**src/rtl/bit_serial_adder.sv**
```systemverilog
// LSB-first bit-serial adder: one operand bit per clock, WIDTH cycles per add.
// Define BIT_SERIAL_ADDER_OVF_EN to add the signed-overflow output ovf.
module bit_serial_adder #(
  parameter int unsigned WIDTH = 8
) (
  input  logic             clk,
  input  logic             rst,
  input  logic             start,
  input  logic [WIDTH-1:0] a,
  input  logic [WIDTH-1:0] b,
  input  logic             cin,
  output logic [WIDTH-1:0] sum,
  output logic             cout,
  output logic             busy,
  output logic             done
`ifdef BIT_SERIAL_ADDER_OVF_EN
  ,
  output logic             ovf
`endif
);

  localparam int unsigned CNT_W = (WIDTH > 1) ? $clog2(WIDTH) : 1;

  typedef enum logic [1:0] {IDLE, SHIFT, DONE} state_t;

  state_t           state_q, state_d;
  logic [WIDTH-1:0] a_q, a_d;
  logic [WIDTH-1:0] b_q, b_d;
  logic [WIDTH-1:0] sum_q, sum_d;
  logic [CNT_W-1:0] cnt_q, cnt_d;
  logic             c_q, c_d;
  logic             cout_q, cout_d;
  logic             busy_q, busy_d;
  logic             done_q, done_d;
  logic             s_bit, co_bit, last_bit;
`ifdef BIT_SERIAL_ADDER_OVF_EN
  logic             ovf_q, ovf_d;
`endif

  always_comb begin
    s_bit    = a_q[0] ^ b_q[0] ^ c_q;
    co_bit   = (a_q[0] & b_q[0]) | (a_q[0] & c_q) | (b_q[0] & c_q);
    last_bit = (cnt_q == CNT_W'(WIDTH - 1));

    state_d = state_q;
    a_d     = a_q;
    b_d     = b_q;
    sum_d   = sum_q;
    cnt_d   = cnt_q;
    c_d     = c_q;
    cout_d  = cout_q;
`ifdef BIT_SERIAL_ADDER_OVF_EN
    ovf_d   = ovf_q;
`endif

    case (state_q)
      IDLE, DONE: begin
        if (start) begin
          state_d = SHIFT;
          a_d     = a;
          b_d     = b;
          c_d     = cin;
          cnt_d   = '0;
        end else begin
          state_d = IDLE;
        end
      end
      SHIFT: begin
        a_d   = a_q >> 1;
        b_d   = b_q >> 1;
        sum_d = {s_bit, sum_q[WIDTH-1:1]};
        c_d   = co_bit;
        cnt_d = cnt_q + CNT_W'(1);
        // cout/ovf only move on the final bit so they hold the last result throughout
        if (last_bit) begin
          state_d = DONE;
          cout_d  = co_bit;
`ifdef BIT_SERIAL_ADDER_OVF_EN
          ovf_d   = c_q ^ co_bit;
`endif
        end
      end
      default: state_d = IDLE;
    endcase

    busy_d = (state_d == SHIFT);
    done_d = (state_d == DONE);
  end

  always_ff @(posedge clk or posedge rst) begin
    if (rst) begin
      state_q <= IDLE;
      a_q     <= '0;
      b_q     <= '0;
      sum_q   <= '0;
      cnt_q   <= '0;
      c_q     <= 1'b0;
      cout_q  <= 1'b0;
      busy_q  <= 1'b0;
      done_q  <= 1'b0;
`ifdef BIT_SERIAL_ADDER_OVF_EN
      ovf_q   <= 1'b0;
`endif
    end else begin
      state_q <= state_d;
      a_q     <= a_d;
      b_q     <= b_d;
      sum_q   <= sum_d;
      cnt_q   <= cnt_d;
      c_q     <= c_d;
      cout_q  <= cout_d;
      busy_q  <= busy_d;
      done_q  <= done_d;
`ifdef BIT_SERIAL_ADDER_OVF_EN
      ovf_q   <= ovf_d;
`endif
    end
  end

  assign sum  = sum_q;
  assign cout = cout_q;
  assign busy = busy_q;
  assign done = done_q;
`ifdef BIT_SERIAL_ADDER_OVF_EN
  assign ovf  = ovf_q;
`endif

endmodule
```
**config.mk**
```make
export PLATFORM = sky130hd
export DESIGN_NAME = bit_serial_adder
export DESIGN_NICKNAME = d
export VERILOG_FILES = /design/src/rtl/bit_serial_adder.sv
export SDC_FILE = /design/constraint.sdc
export NUM_CORES = 1
export LEC_CHECK = 0
export ABC_AREA = 1
export CAP_MARGIN = 10
export CORE_UTILIZATION = 41
export CTS_CLUSTER_DIAMETER = 100
export DETAILED_ROUTE_END_ITERATION = 8
export HOLD_SLACK_MARGIN = 0.05
export PLACE_DENSITY = 0.68
export RECOVER_POWER = 50
export SLEW_MARGIN = 20
export SYNTH_ARGS = -nofsm -noshare
export SYNTH_HDL_FRONTEND = slang
export SYNTH_SLANG_ARGS = --single-unit
```
**constraint.sdc**
```tcl
create_clock -name clk -period 1.25 [get_ports clk]
set_clock_uncertainty 0.2 [all_clocks]
set_input_delay 0.125 -clock clk [delete_from_list [all_inputs] [get_ports clk]]
set_output_delay 0.125 -clock clk [all_outputs]
set_load 0.005 [all_outputs]
```
==> impl_metrics.env, run 1 <==
export IMPL_slew_headroom=0.837
export IMPL_holdWs_ps=179
export IMPL_maxCapViolCount=0
export IMPL_maxSlewViolCount=0
export IMPL_synthArstFlopShare=1.00
export IMPL_setup_violations=21
export IMPL_netSwitchingPower_mw=2.58
export IMPL_dp_cells=285
export IMPL_cp_max_fo=2
export IMPL_dr_total_vias=1468
export IMPL_die_w_um=64.8
export IMPL_synth_top_family_by_area="simple AND/OR/NAND/NOR gates"
export IMPL_worstHoldPathCells=3
export IMPL_grt_pass1_wl_um=6000
export IMPL_drtPass1Iterations=4
export IMPL_synth_top_area_frac=0.511
export IMPL_multi_input_area_um2=717
export IMPL_tns_ps=-828
export IMPL_worst_slack_ps=-103
export IMPL_track_usage=0.191
export IMPL_timing_final_crit_share=1.08
export IMPL_grt_setup_unrepaired="true"
export IMPL_end_kind="flop"
export IMPL_coreArea_mm2=0.00372
export IMPL_synth_cell_type_count=15
export IMPL_pwr_share_comb=0.587
export IMPL_die_y_um=64.8
export IMPL_area_growth_pct=55.2
export IMPL_grt_start_max_net_pins=34
export IMPL_min_period_ps=1350
export IMPL_power_share_clock=0.125
export IMPL_worstSetupPathType="reg -> reg"
export IMPL_synth_xor_area_frac=0
export IMPL_syn_avg_cell_area_um2=8.00
export IMPL_worstPathRequired_ps=1230
export IMPL_finalPower_mw=6.54
export IMPL_clock_sinks=33
export IMPL_ys_seq_elements=33
export IMPL_path_depth=5
export IMPL_hold_viol=0
export IMPL_ys_flop_type="dfrtp_1"
export IMPL_p_per_area_mw_per_mm2=2610
export IMPL_routabilityCongestion=0.790
export IMPL_synth_cell_area_mm2=0.00162
export IMPL_status="complete, but fails checks"
export IMPL_cp_arrival_ps=1340
export IMPL_crit_path_cell_trace="fa_2, inv_2, nand3_2, nand3_2, nand2_1"
export IMPL_fmax_mhz=739
export IMPL_clk_path_buf_depth=2
export IMPL_numCtsBuffers=5
export IMPL_ant_nets=0
export IMPL_crit_path_top_delay_cell="dfrtp_1"
export IMPL_cts_tree="yes"
export IMPL_ys_seq_area_frac=0.511
export IMPL_synth_fp_nets=225
export IMPL_drt_iter0_markers=91
export IMPL_cp_start_kind="flop"
export IMPL_grt_pass1_vias=1405
export IMPL_rr_worst_depth=5
export IMPL_synthMuxAreaShare=0
export IMPL_synth_compound_area_share=0.0248
export IMPL_yosys_area_share_simple=0.297
export IMPL_critical_path_max_stage_delay_ps=410
export IMPL_placed_area_mm2=0.00206
export IMPL_cpLargestDelayFamily="flip-flops"
export IMPL_final_core_util=0.674
export IMPL_vias_per_cell=4.71
export IMPL_violations="negative setup slack"
export IMPL_hold_path_class="in -> reg"
export IMPL_nets=287
export IMPL_antenna_found_initial=0
export IMPL_clk_pin_slew_ps=70
export IMPL_hpwl_um=2170
export IMPL_numPortBuffers=30
export IMPL_rows=22
export IMPL_dpl_worst_slack_ps=-113
export IMPL_crit_path_frequent_cell="nand3_2"
export IMPL_seqPwrFrac=0.289
export IMPL_final_fill_count=302
export IMPL_drive_gt1_frac=0.292
export IMPL_synth_edf_count=0
export IMPL_grt_remaining_overflow=0
export IMPL_yosys_warnings=0
export IMPL_yosysTopAreaCell="dfrtp_1"
export IMPL_cts_root_buffer="clkbuf_8"
export IMPL_synth_cells=202
export IMPL_leakagePower_nw=1.34
export IMPL_swShare=0.395
export IMPL_antenna_cells=0
export IMPL_cp_buffers_inverters=1
export IMPL_synth_most_common_cell="nand2_1"
export IMPL_ir_drop_v=0.00120
export IMPL_routed_wl_um=3820
export IMPL_seq_area_um2=827
export IMPL_p_int_mw=3.96
export IMPL_synthAdderAreaFrac=0.0279
export IMPL_post_drt_wl_per_cell_um=12.2
export IMPL_post_route_cell_area_mm2=0.00251
export IMPL_drc=0
export IMPL_start_util=0.435
export IMPL_synthTopCellsByArea="dfrtp_1, nand2_1, nand3_1"
export IMPL_synthTopCellsByCount="nand2_1, inv_1, dfrtp_1"
export IMPL_ioPinCount=31
export IMPL_layout_cells_non_filler=312
export IMPL_clk_latency_ps=290
export IMPL_die_area_mm2=0.00419
export IMPL_worst_pin_slew_ps=245
export IMPL_htree_levels=2
-- area by class of cell --
type | instances | share of cell area
clock buffers | 7 | 0.0344
inverters | 37 | 0.0604
multi-input cells | 123 | 0.286
flip-flops and latches | 33 | 0.330
well taps | 48 | 0.0240
repair buffers | 64 | 0.265
-- registers in the layout (all words and copies together) (netlist names) --
register and count:
c_q 1, cout 1, state_q 2, busy 1, done 1, a_q 8
sum 8, cnt_q 3, b_q 8
-- repair_timing --
item,in CTS,in global routing
resized for setup,24,46
gates cloned,0,3
endpoints found under the hold margin,33,0
hold buffers,1,0
endpoints found under the setup margin,31,30
setup buffers,11,5
pin swaps,2,19
-- worst reg2reg max path, delay by kind of cell (launching register included) --
kind	cells	cell delay [ps]
buffers and inverters	1	70
flip-flops	1	410
AND/OR/NAND/NOR	3	170
adder cells (fa/ha/maj)	1	410
-- routing by layer --
metal / vias to the layer above / share of wire / global-route usage
met5: - / 0 / 0
met4: 0 / 0.018 / 0.0917
met3: 9 / 0.040 / 0.0423
met2: 39 / 0.51 / 0.326
met1: 684 / 0.43 / 0.225
li1: 736 / - / -
-- power by group through the flow --
stage	logic (mW)	registers (mW)	clock network [mW]
floorplan	1.81	1.84	0
global placement	2.67	1.89	0
detailed placement	2.75	1.90	0
CTS	3.03	1.87	0.819
global route	4.25	1.94	0.867
finish	3.84	1.89	0.815
-- cell usage in the layout, fill, tap and decap left out --
| master | instances |
|---|---|
| dfrtp_2 | 1 |
| nand2_1 | 69 |
| nand2_2 | 5 |
| inv_1 | 31 |
| clkbuf_16 | 2 |
| nand3_1 | 14 |
| buf_12 | 4 |
| ha_1 | 1 |
| clkdlybuf4s15_1 | 10 |
| inv_4 | 2 |
| dlygate4sd3_1 | 1 |
| nand2_4 | 2 |
| o21ai_1 | 3 |
| dlygate4sd2_1 | 1 |
| fa_2 | 1 |
| a21oi_1 | 1 |
| ha_4 | 1 |
| buf_8 | 1 |
| dfrtp_1 | 32 |
| clkdlybuf4s50_1 | 19 |
| nand3_2 | 16 |
| nor2_1 | 3 |
| nand2_8 | 2 |
| o21ai_2 | 3 |
| clkbuf_8 | 6 |
| clkbuf_1 | 1 |
| inv_2 | 3 |
| nor2_4 | 1 |
| o21ai_0 | 1 |
| buf_6 | 4 |
| buf_4 | 22 |
| inv_8 | 1 |
-- final timing paths --
check / from / endpoint / slack (ps)
min in group asynchronous: rst / a_q[7] / 560
worst max-delay path: c_q / c_q / -100
worst max register to register: c_q / c_q / -100
worst min-delay path: a[7] / a_q[7] / 180
max in group asynchronous: rst / state_q[0] / 80
worst min register to register: a_q[6] / a_q[6] / 270
-- cells by family (layout without fill, tap and decap cells) --
group	count (synthesis)	count (layout)
DFF	33	33
adders and majority gates	3	3
and+or+nand+nor	112	112
AOI/OAI and AO/OA	8	8
buffers and inverters	46	108
Power figures use the tool's default switching activity.
==> run 2, diff against run 1 <==
--- a/config.mk
+++ b/config.mk
@@ -7,11 +7,12 @@
 export LEC_CHECK = 0
 export ABC_AREA = 1
 export CAP_MARGIN = 10
+export CORE_ASPECT_RATIO = 0.75
 export CORE_UTILIZATION = 41
 export CTS_CLUSTER_DIAMETER = 100
 export DETAILED_ROUTE_END_ITERATION = 8
 export HOLD_SLACK_MARGIN = 0.05
-export PLACE_DENSITY = 0.68
+export PLACE_DENSITY = 0.69
 export RECOVER_POWER = 50
 export SLEW_MARGIN = 20
 export SYNTH_ARGS = -nofsm -noshare
==> run 2 against run 1 <==
  * The run still ends with negative setup slack left
  * Clock power grew 26%
  * Setup slack lost 48 ps
  * First-iteration DRC count shrank 55%
  * Global-route usage shrank 0.89 points
  * Routed wire length shrank 0.65%
  * Fmax shrank 3.4%
  * Count of clock-buffer cells in the layout is the same
  * Sequential power is essentially flat
  * Core utilization shrank 1.4 points
  * Sequential cell count is the same
  * Register-to-register slack lost 50 ps
  * Critical path depth shrank 1
  * Critical path type unchanged
  * Largest power group unchanged
==> impl_metrics.env, run 2 (same netlist as run 1, synthesis figures left out) <==
export IMPL_ioPinCount=31
export IMPL_die_w_um=74.5
export IMPL_vias_per_cell=4.52
export IMPL_htree_levels=2
export IMPL_routed_wl_um=3790
export IMPL_slew_headroom=0.787
export IMPL_coreArea_mm2=0.00371
export IMPL_hpwl_um=2160
export IMPL_crit_start="c_q"
export IMPL_cp_arrival_ps=1370
export IMPL_drive_gt1_frac=0.268
export IMPL_min_from="a[7]"
export IMPL_track_usage=0.182
export IMPL_cts_root_buffer="clkbuf_8"
export IMPL_die_y_um=56.4
export IMPL_grt_setup_unrepaired="true"
export IMPL_fmax_mhz=713
export IMPL_crit_path_cell_trace="fa_2, buf_4, nand2_1, nand2_1"
export IMPL_clk_pin_slew_ps=70
export IMPL_p_per_area_mw_per_mm2=2680
export IMPL_critical_path_max_stage_delay_ps=420
export IMPL_clock_sinks=33
export IMPL_dr_total_vias=1396
export IMPL_antenna_found_initial=0
export IMPL_maxSlewViolCount=0
export IMPL_cp_start_kind="flop"
export IMPL_drt_iter0_markers=41
export IMPL_worstPathRequired_ps=1220
export IMPL_routabilityCongestion=0.796
export IMPL_min_period_ps=1400
export IMPL_timing_final_crit_share=1.12
export IMPL_ant_nets=0
export IMPL_drc=0
export IMPL_final_fill_count=317
export IMPL_grt_pass1_wl_um=5800
export IMPL_die_area_mm2=0.00420
export IMPL_setup_violations=21
export IMPL_clk_latency_ps=280
export IMPL_end_kind="flop"
export IMPL_seq_area_um2=827
export IMPL_multi_input_area_um2=702
export IMPL_violations="negative setup slack"
export IMPL_grt_pass1_vias=1291
export IMPL_dpl_worst_slack_ps=-124
export IMPL_grt_start_max_net_pins=34
export IMPL_layout_common_cells="nand2_1, inv_1, dfrtp_1"
export IMPL_placed_area_mm2=0.00205
export IMPL_worstSetupPathType="reg -> reg"
export IMPL_antenna_cells=0
export IMPL_rows=19
export IMPL_clk_path_buf_depth=2
export IMPL_area_growth_pct=51.7
export IMPL_timing_rr_start="c_q"
export IMPL_ir_drop_v=0.00138
export IMPL_grt_remaining_overflow=0
export IMPL_status="complete, but fails checks"
export IMPL_crit_path_frequent_cell="nand2_1"
export IMPL_nets=279
export IMPL_worst_pin_slew_ps=319
export IMPL_cts_tree="yes"
export IMPL_worst_slack_ps=-152
export IMPL_numCtsBuffers=5
export IMPL_cp_max_fo=2
export IMPL_hold_viol=0
export IMPL_post_drt_wl_per_cell_um=12.3
export IMPL_start_util=0.436
export IMPL_layout_commonest_cell="nand2_1"
export IMPL_post_route_cell_area_mm2=0.00245
export IMPL_drtPass1Iterations=4
export IMPL_numPortBuffers=30
export IMPL_leakagePower_nw=1.31
export IMPL_crit_path_top_delay_cell="fa_2"
export IMPL_hold_path_class="in -> reg"
export IMPL_maxCapViolCount=0
-- run 2: timing repair --
item / in CTS / in global routing
setup buffers: 4 / 4
pin swaps: 4 / 15
hold buffers: 1 / 0
endpoints found under the setup margin: 16 / 28
gates cloned: 0 / 3
hold endpoints to repair: 33 / 0
gates resized for setup: 21 / 46
-- run 2: path summary, 6_finish.rpt --
check	endpoint	cells past startpoint	slack (ps)
worst max-delay path	cout	4	-150
worst min-delay path	a_q[7]	3	220
worst max register to register	cout	4	-150
worst min register to register	a_q[2]	2	270
max in group asynchronous	state_q[0]	4	30
min in group asynchronous	busy	4	550
-- run 2: metal layers --
metal,routed length (µm),GRT usage,up-vias
li1,-,-,715
met5,0,0,-
met1,1870,0.260,651
met2,1790,0.272,28
met4,12,0.0404,0
met3,123,0.0539,2
-- run 2: cell type report --
cell class / instances / area share
tap: 52 / 0.0266
clock inverter: 1 / 0.0123
timing repair buffer: 55 / 0.234
inverter: 37 / 0.0628
timing repair inverter: 1 / 0.00460
clock buffer: 7 / 0.0352
multi-input combinational: 123 / 0.287
sequential: 33 / 0.338
-- run 2: power by group --
group	total [mW]	switching [mW]	internal (mW)
logic	3.63	1.85	1.77
registers	1.90	0.317	1.58
clock network	1.03	0.380	0.650
total	6.56	2.55	4.01
-- run 2: critical path, delay by kind of cell, from the launching register on --
family | cells | cell delay [ps]
adders and majority gates | 1 | 420
buffers and inverters | 1 | 150
DFF | 1 | 410
and+or+nand+nor | 2 | 110
-- run 2: metrics by stage --
step	std cells	util	hold WS [ps]	TNS (ps)	power (mW)
finish	309	0.661	222	-1360	6.56
global route	309	0.661	247	-3040	7.09
CTS	302	0.596	226	-389	5.68
detailed placement	289	0.552	259	-2270	4.57
global placement	289	0.552	255	-1660	4.51
floorplan	202	-	46.0	-325	3.65
